--- src/rtl/dds_tuning_ctrl_if.sv ---
// Front-panel tuning bus: raw buttons, start pulse and coarse table in; LEDs and tuning word out.
interface dds_tuning_ctrl_if #(
   parameter int unsigned INC_WIDTH  = 32,
   parameter int unsigned DEPTH      = 16,
   parameter int unsigned FINE_STEPS = 8
);
   localparam int unsigned CW = $clog2(DEPTH);
   localparam int unsigned FW = $clog2(FINE_STEPS);

   logic                               i_start;
   logic                               i_aumentar;
   logic                               i_disminuir;
   logic                               i_tipo_ajuste;
   logic [DEPTH-1:0][INC_WIDTH-1:0]    i_rom_incremento_grueso;
   logic [CW-1:0]                      o_leds_grueso;
   logic [FW-1:0]                      o_leds_fino;
   logic                               o_sweeping;
   logic [INC_WIDTH-1:0]               o_incremento;
   logic                               o_inc_valid;

   modport master (
      output i_start, i_aumentar, i_disminuir, i_tipo_ajuste, i_rom_incremento_grueso,
      input  o_leds_grueso, o_leds_fino, o_sweeping, o_incremento, o_inc_valid
   );

   modport slave (
      input  i_start, i_aumentar, i_disminuir, i_tipo_ajuste, i_rom_incremento_grueso,
      output o_leds_grueso, o_leds_fino, o_sweeping, o_incremento, o_inc_valid
   );
endinterface

--- src/rtl/dds_tuning_ctrl.sv ---
// DDS tuning controller: synchronised, debounced up/down buttons with hold-to-repeat,
// coarse/fine index stepping, automatic coarse sweep, saturating registered tuning word.
module dds_tuning_ctrl #(
   parameter int unsigned          INC_WIDTH       = 32,
   parameter int unsigned          DEPTH           = 16,
   parameter int unsigned          FINE_STEPS      = 8,
   parameter logic [INC_WIDTH-1:0] FINE_STEP       = INC_WIDTH'(32'h0000_0100),
   parameter int unsigned          DEBOUNCE_CYCLES = 1000,
   parameter int unsigned          HOLD_CYCLES     = 50_000_000,
   parameter int unsigned          REPEAT_CYCLES   = 12_500_000,
   parameter int unsigned          SWEEP_DWELL     = 125_000_000
) (
   input logic              i_clk,
   input logic              i_rst,
   input logic              i_enable,
   dds_tuning_ctrl_if.slave bus
);
   localparam int unsigned CW   = $clog2(DEPTH);
   localparam int unsigned FW   = $clog2(FINE_STEPS);
   localparam int unsigned SW   = INC_WIDTH + FW + 1;
   localparam int unsigned DBW  = $clog2(DEBOUNCE_CYCLES + 1);
   localparam int unsigned RMAX = (HOLD_CYCLES > REPEAT_CYCLES) ? HOLD_CYCLES : REPEAT_CYCLES;
   localparam int unsigned RW   = $clog2(RMAX + 1);
   localparam int unsigned DWW  = $clog2(SWEEP_DWELL + 1);

   typedef enum logic {S_IDLE, S_SWEEP} state_t;

   // bit 0 = up, bit 1 = down, bit 2 = mode select
   logic [2:0]           sync1_q, sync2_q;
   logic                 mode_q;
   logic [DBW-1:0]       deb_cnt_q [2];
   logic [DBW-1:0]       deb_cnt_d [2];
   logic [RW-1:0]        rpt_q [2];
   logic [RW-1:0]        rpt_d [2];
   logic [1:0]           first_q, first_d, phase_q, phase_d, ev_q, ev_d, deb_c;
   logic                 both_c, mode_chg_c;

   state_t               state_q, state_d;
   logic [CW-1:0]        coarse_q, coarse_d;
   logic [FW-1:0]        fine_q, fine_d;
   logic [DWW-1:0]       dwell_q, dwell_d;
   logic [SW-1:0]        sum_c;
   logic [INC_WIDTH-1:0] inc_q, inc_d;
   logic                 valid_q, valid_d;

   assign deb_c      = {deb_cnt_q[1] == DBW'(DEBOUNCE_CYCLES), deb_cnt_q[0] == DBW'(DEBOUNCE_CYCLES)};
   assign both_c     = &deb_c;
   assign mode_chg_c = sync2_q[2] ^ mode_q;

   // Debounce counters and hold/repeat timers; the first event fires when the count reaches the threshold
   always_comb begin
      for (int b = 0; b < 2; b++) begin
         deb_cnt_d[b] = deb_cnt_q[b];
         rpt_d[b]     = rpt_q[b];
         first_d[b]   = first_q[b];
         phase_d[b]   = phase_q[b];
         ev_d[b]      = 1'b0;
         if (!sync2_q[b]) begin
            deb_cnt_d[b] = '0;
         end else if (!deb_c[b]) begin
            deb_cnt_d[b] = deb_cnt_q[b] + 1'b1;
         end
         if (!deb_c[b]) begin
            first_d[b] = 1'b0;
            rpt_d[b]   = '0;
            phase_d[b] = 1'b0;
         end else if (both_c) begin
            // a chord consumes the first event; the survivor only resumes repeating
            first_d[b] = 1'b1;
            rpt_d[b]   = '0;
            phase_d[b] = 1'b0;
         end else if (!first_q[b]) begin
            ev_d[b]    = 1'b1;
            first_d[b] = 1'b1;
            rpt_d[b]   = '0;
            phase_d[b] = 1'b0;
         end else if (mode_chg_c) begin
            rpt_d[b]   = '0;
            phase_d[b] = 1'b0;
         end else if (rpt_q[b] == (phase_q[b] ? RW'(REPEAT_CYCLES - 1) : RW'(HOLD_CYCLES - 1))) begin
            ev_d[b]    = 1'b1;
            rpt_d[b]   = '0;
            phase_d[b] = 1'b1;
         end else begin
            rpt_d[b]   = rpt_q[b] + 1'b1;
         end
      end
   end

   // Input synchronisers and button front-end state
   always_ff @(posedge i_clk) begin
      if (i_rst) begin
         sync1_q <= '0;
         sync2_q <= '0;
         mode_q  <= 1'b0;
         first_q <= '0;
         phase_q <= '0;
         ev_q    <= '0;
         for (int b = 0; b < 2; b++) begin
            deb_cnt_q[b] <= '0;
            rpt_q[b]     <= '0;
         end
      end else if (i_enable) begin
         sync1_q <= {bus.i_tipo_ajuste, bus.i_disminuir, bus.i_aumentar};
         sync2_q <= sync1_q;
         mode_q  <= sync2_q[2];
         first_q <= first_d;
         phase_q <= phase_d;
         ev_q    <= ev_d;
         for (int b = 0; b < 2; b++) begin
            deb_cnt_q[b] <= deb_cnt_d[b];
            rpt_q[b]     <= rpt_d[b];
         end
      end
   end

   // Mode FSM, index stepping/sweep and saturating tuning-word computation
   always_comb begin
      state_d  = state_q;
      coarse_d = coarse_q;
      fine_d   = fine_q;
      dwell_d  = dwell_q;
      case (state_q)
         S_IDLE: begin
            if (bus.i_start) begin
               state_d  = S_SWEEP;
               coarse_d = '0;
               dwell_d  = '0;
            end else if (ev_q[0]) begin
               if (sync2_q[2]) begin
                  if (fine_q != FW'(FINE_STEPS - 1)) fine_d = fine_q + 1'b1;
               end else if (coarse_q != CW'(DEPTH - 1)) begin
                  coarse_d = coarse_q + 1'b1;
               end
            end else if (ev_q[1]) begin
               if (sync2_q[2]) begin
                  if (fine_q != '0) fine_d = fine_q - 1'b1;
               end else if (coarse_q != '0) begin
                  coarse_d = coarse_q - 1'b1;
               end
            end
         end
         S_SWEEP: begin
            if (bus.i_start) begin
               state_d = S_IDLE;
            end else if (dwell_q == DWW'(SWEEP_DWELL - 1)) begin
               dwell_d  = '0;
               coarse_d = (coarse_q == CW'(DEPTH - 1)) ? '0 : coarse_q + 1'b1;
            end else begin
               dwell_d = dwell_q + 1'b1;
            end
         end
         default: state_d = S_IDLE;
      endcase
      sum_c   = SW'(bus.i_rom_incremento_grueso[coarse_q]) + SW'(fine_q) * SW'(FINE_STEP);
      inc_d   = (|sum_c[SW-1:INC_WIDTH]) ? '1 : sum_c[INC_WIDTH-1:0];
      valid_d = (inc_d != inc_q);
   end

   // Controller state and output registers; enable low freezes everything and silences valid
   always_ff @(posedge i_clk) begin
      if (i_rst) begin
         state_q  <= S_IDLE;
         coarse_q <= '0;
         fine_q   <= '0;
         dwell_q  <= '0;
         inc_q    <= '0;
         valid_q  <= 1'b0;
      end else if (i_enable) begin
         state_q  <= state_d;
         coarse_q <= coarse_d;
         fine_q   <= fine_d;
         dwell_q  <= dwell_d;
         inc_q    <= inc_d;
         valid_q  <= valid_d;
      end else begin
         valid_q  <= 1'b0;
      end
   end

   assign bus.o_leds_grueso = coarse_q;
   assign bus.o_leds_fino   = fine_q;
   assign bus.o_sweeping    = (state_q == S_SWEEP);
   assign bus.o_incremento  = inc_q;
   assign bus.o_inc_valid   = valid_q;

endmodule

--- src/flat_wrapper.sv ---
// flat-port wrapper written by rule: the top's interface ports become plain ports
module dds_tuning_ctrl_flat 
#(
   parameter int unsigned          INC_WIDTH       = 32,
   parameter int unsigned          DEPTH           = 16,
   parameter int unsigned          FINE_STEPS      = 8,
   parameter logic [INC_WIDTH-1:0] FINE_STEP       = INC_WIDTH'(32'h0000_0100),
   parameter int unsigned          DEBOUNCE_CYCLES = 1000,
   parameter int unsigned          HOLD_CYCLES     = 50_000_000,
   parameter int unsigned          REPEAT_CYCLES   = 12_500_000,
   parameter int unsigned          SWEEP_DWELL     = 125_000_000
)
  (i_clk, i_rst, i_enable, bus_i_start, bus_i_aumentar, bus_i_disminuir, bus_i_tipo_ajuste, bus_i_rom_incremento_grueso, bus_o_leds_grueso, bus_o_leds_fino, bus_o_sweeping, bus_o_incremento, bus_o_inc_valid);
  dds_tuning_ctrl_if #(.INC_WIDTH(INC_WIDTH), .DEPTH(DEPTH), .FINE_STEPS(FINE_STEPS)) bus_i ();
  input logic i_clk;
  input logic i_rst;
  input logic i_enable;
  input wire logic [$bits(bus_i.i_start)-1:0] bus_i_start;
  input wire logic [$bits(bus_i.i_aumentar)-1:0] bus_i_aumentar;
  input wire logic [$bits(bus_i.i_disminuir)-1:0] bus_i_disminuir;
  input wire logic [$bits(bus_i.i_tipo_ajuste)-1:0] bus_i_tipo_ajuste;
  input wire logic [$bits(bus_i.i_rom_incremento_grueso)-1:0] bus_i_rom_incremento_grueso;
  output wire logic [$bits(bus_i.o_leds_grueso)-1:0] bus_o_leds_grueso;
  output wire logic [$bits(bus_i.o_leds_fino)-1:0] bus_o_leds_fino;
  output wire logic [$bits(bus_i.o_sweeping)-1:0] bus_o_sweeping;
  output wire logic [$bits(bus_i.o_incremento)-1:0] bus_o_incremento;
  output wire logic [$bits(bus_i.o_inc_valid)-1:0] bus_o_inc_valid;
  assign bus_i.i_start = bus_i_start;
  assign bus_i.i_aumentar = bus_i_aumentar;
  assign bus_i.i_disminuir = bus_i_disminuir;
  assign bus_i.i_tipo_ajuste = bus_i_tipo_ajuste;
  assign bus_i.i_rom_incremento_grueso = bus_i_rom_incremento_grueso;
  assign bus_o_leds_grueso = bus_i.o_leds_grueso;
  assign bus_o_leds_fino = bus_i.o_leds_fino;
  assign bus_o_sweeping = bus_i.o_sweeping;
  assign bus_o_incremento = bus_i.o_incremento;
  assign bus_o_inc_valid = bus_i.o_inc_valid;
  dds_tuning_ctrl #(.INC_WIDTH(INC_WIDTH), .DEPTH(DEPTH), .FINE_STEPS(FINE_STEPS), .FINE_STEP(FINE_STEP), .DEBOUNCE_CYCLES(DEBOUNCE_CYCLES), .HOLD_CYCLES(HOLD_CYCLES), .REPEAT_CYCLES(REPEAT_CYCLES), .SWEEP_DWELL(SWEEP_DWELL)) u_core (.i_clk(i_clk), .i_rst(i_rst), .i_enable(i_enable), .bus(bus_i));
endmodule
--- config.mk ---
export PLATFORM = sky130hd
export DESIGN_NAME = dds_tuning_ctrl_flat
export DESIGN_NICKNAME = d
export VERILOG_FILES = /design/src/rtl/dds_tuning_ctrl_if.sv /design/src/rtl/dds_tuning_ctrl.sv /design/src/flat_wrapper.sv
export SDC_FILE = /design/constraint.sdc
export NUM_CORES = 1
export LEC_CHECK = 0
export BUFFER_PORTS_ARGS = -buffer_cell sky130_fd_sc_hd__buf_2
export CAP_MARGIN = 20
export CORE_AREA = 2 2 216 218
export DETAILED_ROUTE_END_ITERATION = 8
export DIE_AREA = 0 0 218 220
export GPL_ROUTABILITY_DRIVEN = 1
export GPL_TIMING_DRIVEN = 0
export PLACE_DENSITY = 0.56
export SYNTH_ARGS = -nofsm -noshare
export SYNTH_HDL_FRONTEND = slang
export SYNTH_SLANG_ARGS = --single-unit
--- constraint.sdc ---
create_clock -name i_clk -period 7.85 [get_ports i_clk]
set_input_delay 1.1775 -clock i_clk [delete_from_list [all_inputs] [get_ports i_clk]]
set_output_delay 1.1775 -clock i_clk [all_outputs]
set_load 0.01 [all_outputs]
After elaboration in Yosys (flattened, before gate mapping)
Memory sizes are Yosys's and may differ from the RTL's.
Cells that the tools add are included.
{"block": "classes", "addsub": 10, "mul": 0, "div": 0, "magnitude_cmp": 1, "n_eq_ne": 19, "shift": 0, "muxes": 74, "bitwise_logic": 8, "n_reduce_logical": 12}
{"cell": "$mux W26", "count": 14}
{"cell": "$bmux W32 S4", "count": 1}
{"cell": "$mux W27", "count": 3}
{"cell": "$mux W32", "count": 2}
{"cell": "$mux W10", "count": 6}
{"cell": "$pmux W27 S2", "count": 1}
{"cell": "$add A26 B1 Y26 const B", "count": 2}
{"cell": "$eq A26 B26 Y1", "count": 2}
{"cell": "$mux W4", "count": 10}
{"cell": "$add A32 B11 Y33", "count": 1}
{"cell": "$ne A32 B32 Y1", "count": 1}
{"cell": "$mux W1", "count": 29}
{"cell": "$add A27 B1 Y27 const B", "count": 1}
{"cell": "$eq A27 B27 Y1 const B", "count": 1}
{"cell": "$add A10 B1 Y10 const B", "count": 2}
{"cell": "$eq A10 B10 Y1 const B", "count": 2}
{"cell": "$mux W3", "count": 6}
{"cell": "$reduce_and A7 Y1", "count": 2}
{"cell": "$ne A5 B5 Y1 const B", "count": 2}
{"cell": "$ne A2 B2 Y1 const B", "count": 4}
{"cell": "$ne A4 B2 Y1 const B", "count": 2}
{"cell": "$ne A4 B4 Y1 const B", "count": 2}
{"cell": "$pmux W4 S2", "count": 1}
{"cell": "$ne A3 B3 Y1 const B", "count": 2}
{"cell": "17 further kinds", "count": 25}
{"block": "totals", "register_bits": 81, "latchBits": 0, "ramBits": 72, "romBits": 0, "input_bits": 519, "output_inout_bits": 41, "wordCells": 139, "mem_count": 2}
{"memory": "u_core.rpt_q", "words": 2, "word_bits": 26, "rd": 2, "rd_clocked_by_memory_dff": 0, "wr": 2, "line_no": "dds_tuning_ctrl.sv:33", "source": "logic [RW-1:0] rpt_q [2];"}
{"memory": "u_core.deb_cnt_q", "words": 2, "word_bits": 10, "rd": 2, "rd_clocked_by_memory_dff": 0, "wr": 2, "line_no": "dds_tuning_ctrl.sv:31", "source": "logic [DBW-1:0] deb_cnt_q [2];"}

Longest topological paths before layout
{"block": "logic_depth", "word_depth": 8, "ltp_mapped": 22, "depth_no_buf": 13}

Worst setup path before layout
OpenSTA, ideal clock, no wires.
{"block": "synth_path", "kind": "flip-flop to flip-flop", "start": "register u_core.coarse_q[0] (netlist: u_core.bus.o_leds_grueso[0])", "end": "register u_core.valid_q (netlist: u_core.bus.o_inc_valid)", "setup_time_ns": 0.131, "arrival_time_ns": 5.640, "required_time_ns": 7.719, "path_slack_ns": 2.078, "stages_incl_launch_ff": 20, "n_path_buf": 6, "synth_period_minus_slack_ns": 5.772, "path_cell_list": "dfxtp_1 buf_6 buf_4 buf_2 buf_2 buf_2 buf_1 mux4_2 mux4_2 ha_1 a21o_1 a21oi_1 a2111oi_2 nor2_1 or4_1 or3_1 a31oi_1 o22ai_1 nor4_1 a31oi_1"}
{"block": "synth_via", "elab_chain_len": 6}
{"element": "start, declared", "line_no": "dds_tuning_ctrl.sv:39", "source": "logic [CW-1:0] coarse_q, coarse_d;"}
{"element": "start signal, assigned", "line_no": "dds_tuning_ctrl.sv:171", "source": "coarse_q <= coarse_d;"}
{"element": "$bmux W32 S4 *", "line_no": "dds_tuning_ctrl.sv:155", "source": "sum_c = SW'(bus.i_rom_incremento_grueso[coarse_q]) + SW'(fine_q) * SW'(FINE_STEP);"}
{"element": "$mux W32 (not written as such) *", "line_no": "dds_tuning_ctrl.sv:155"}
{"element": "$add A32 B11 Y33 *", "line_no": "dds_tuning_ctrl.sv:155"}
{"element": "$reduce_or A4 Y1", "line_no": "dds_tuning_ctrl.sv:156", "source": "inc_d = (|sum_c[SW-1:INC_WIDTH]) ? '1 : sum_c[INC_WIDTH-1:0];"}
{"element": "$mux W32 *", "line_no": "dds_tuning_ctrl.sv:156"}
{"element": "$ne A32 B32 Y1 *", "line_no": "dds_tuning_ctrl.sv:157", "source": "valid_d = (inc_d != inc_q);"}
{"element": "end signal, assigned", "line_no": "dds_tuning_ctrl.sv:175", "source": "valid_q <= valid_d;"}
{"element": "end, declared", "line_no": "dds_tuning_ctrl.sv:44", "source": "logic valid_q, valid_d;"}
Mark *: on every way between the ends. The rest lies on a longest branch, timed or not. The select of a mux whose other input is x is not followed.
A chain may end at the register's enable or synchronous reset.

Worst setup path after layout
Ends and elaborated chain as after synthesis.

==> impl_metrics.ini <==
[outcome]
outcome = completed

[timing]
min_period_ns = 7.49
slew_viol_final = 0
tightest_slew_ns = 0.926
rsz0062_at_grt = false
skew_ns = 0.0112
finalHoldViolations = 0
holdWs_ns = 0.493
slew_headroom = 0.382
min_period_over_period = 0.955
finalSetupViolCount = 0
max_freq_ghz = 0.133

[clock_network]
clkTransAtPathRegs_ns = 0.06
cts_htree_levels = 4
cts_root_buf = clkbuf_16
cts_setup_buffers = 0
cts_tree = done
cts_buffers = 17
clock_path_buffers = 2
insertion_delay_ns = 0.43
postCtsHoldBufs = 0
cts_sinks = 153

[synth]
synth.distinct_cells = 80
synth_area_um2 = 13000
synth_adder_area_share = 0.0175
synthTopCellsByArea = mux4_2, edfxtp_1, dfxtp_1, nor2_1, xnor2_1
yosys_warnings = 0
yosysSeqAreaShare = 0.290
synth-xor-area-share = 0.0777
synth_top_family_by_area = multiplexers
synth_compound_area_frac = 0.0893
synth_edf_count = 72
async_reset_ff_frac = 0
synth_top_area_share = 0.225
synthCells = 1283
synth_top_flop_cell = dfxtp_1
yosys.area.top_type = mux4_2
synth_mux_area_frac = 0.283
syn_avg_cell_area_um2 = 10.2
syn_nets = 1819
ys_seq_elements = 153
synth-simple-area-share = 0.198

[power_and_ir_drop]
finalPower_mw = 2.60
max-vdd-ir-drop_mv = 0.158
power_density_nw_per_um2 = 150
p_leak_nw = 6.86

[hold_path]
hold_path_class = reg2reg

[critical_path]
crit_type = reg2reg
endpoint_kind = register
worst-path-max-fanout = 10
worstPathArrival_ns = 7.75
required_ns = 8.11
cp-start-kind = register

[floorplanning]
coreArea_um2 = 45900
ios = 560
start_util = 0.284
die_x_um = 218
dieArea_um2 = 48000
die_h_um = 220
num_rows = 79

[place]
hpwl_um = 55400
port_buffers = 559
place.gp.congestion = 1.00

[global_routing]
use_met1 = 0.352
use_met3 = 0.0533
grt_overflow = 0
grtUsageMet2 = 0.420
grt_pass1_vias = 13100
grt.busiest_layer = met2
grt_max_degree = 37
grt_usage = 0.262
grt_antenna_before_repair = 24
grt_pass1_wl_um = 89900

[layout]
mostFrequentLayoutCells = buf_2, nor2_1, mux4_2, nand2_1, dfxtp_1
nNetsFinal = 2400
final_common_cell = buf_2
drive_gt1_frac = 0.424
fill_cells = 4680
area_growth_pct = 32.7

[detailed_routing]
num_vias = 13600
wire_per_inst_um = 25.8
ant_nets = 0
first_pass_iters = 5
drtIter0Drc = 1235
totalWireLength_um = 64400
drc = 0
vias_per_cell = 5.43

[job]
max-cap-violations = 0
cell usage after synthesis, drive strengths merged (19+ instances only):
master and count:
nor2 219, mux4 135, nand2 101, dfxtp 81
edfxtp 72, nand3 61, xnor2 57, xor2 56
mux2i 48, buf 46, a21oi 33, clkbuf 31
inv 30, and3 20, nand4 20, nor3 20
nor4 19
per-layer routing:
| layer | vias to the layer above | part of all wire |
|---|---|---|
| li1 | 6077 | - |
| met1 | 6751 | 0.43 |
| met2 | 652 | 0.46 |
| met3 | 86 | 0.075 |
| met4 | 8 | 0.030 |
| met5 | - | 0.00084 |
stage by stage:
step	TNS [ns]	area, um^2	setup slack [ns]	utilization	cells
2_1_floorplan	0	13000	2.08	-	1283
3_3_place_gp	0	16600	0.000346	0.362	2449
3_5_place_dp	-0.0659	16600	-0.0659	0.362	2450
4_1_cts	0	17200	0.0529	0.376	2482
5_1_grt	0	17300	0.102	0.376	2488
6_report	0	17300	0.355	0.377	2500
timing repair:
action | CTS | global route
cloned | 0 | 0
setup endpoints to repair | 1 | 11
endpoints found under the hold margin | 0 | 0
gates resized for setup | 2 | 2
worst paths after layout:
kind / cells past startpoint / startpoint / endpoint / slack, ns
setup / recovery: 19 / u_core.bus.o_leds_grueso[0] / u_core.bus.o_inc_valid / 0.36
hold / removal: 2 / u_core.dwell_q[22] / u_core.dwell_q[22] / 0.49
setup reg to reg: 19 / u_core.bus.o_leds_grueso[0] / u_core.bus.o_inc_valid / 0.36
hold reg to reg: 2 / u_core.dwell_q[22] / u_core.dwell_q[22] / 0.49
area by class of cell:
class                      instances  area (um^2)  share of cell area
sequential                       153         3780               0.219
tap                              607          759              0.0439
clock inverter                     9         81.3             0.00470
antenna                           16         40.0             0.00231
clock buffer                      23          532              0.0307
buffer                            77          475              0.0275
multi-input combinational       1023         8680               0.502
timing repair buffer             562         2830               0.164
inverter                          30          113             0.00651
critical path, cell delays in order (launching register included):
cell and delay (ns):
dfxtp_1 0.51, buf_6 0.24, buf_4 0.22, buf_2 0.38, buf_2 0.40, buf_2 0.44
clkdlybuf4s15_2 0.54, mux4_2 0.56, mux4_2 0.54, ha_1 0.30, a21o_1 0.17, a21oi_1 0.61
nor4_1 0.18, nor2_1 0.54, nor4_1 0.17, a221o_1 0.38, a221o_1 0.26, a22o_1 0.18
nor4_1 0.41, a31oi_1 0.24
logic make-up (layout without fill, tap and decap cells):
logic type	Yosys count	in the layout
muxes	194	194
and+or+nand+nor	536	536
xor gates and xnor gates	114	114
DFF	153	153
buffers and inverters	107	701
AOI/OAI and AO/OA	162	162
adders and majority gates	17	17
other	0	16
power by group:
group | internal (mW) | switching, mW | total [mW]
sequential | 0.870 | 0.0517 | 0.922
clock | 0.509 | 0.338 | 0.847
combinational | 0.391 | 0.440 | 0.831
sequential cells by signal, indices dropped and copies added (netlist names):
name / flops
u_core.sync1_q: 3
u_core.bus.o_sweeping: 1
u_core.rpt_q: 52
u_core.deb_cnt_q: 20
u_core.first_q: 2
u_core.sync2_q: 3
u_core.bus.o_leds_fino: 3
u_core.mode_q: 1
u_core.bus.o_leds_grueso: 4
u_core.ev_q: 2
u_core.dwell_q: 27
u_core.bus.o_inc_valid: 1
u_core.phase_q: 2
u_core.bus.o_incremento: 32
(Power assumes the default switching activity.)
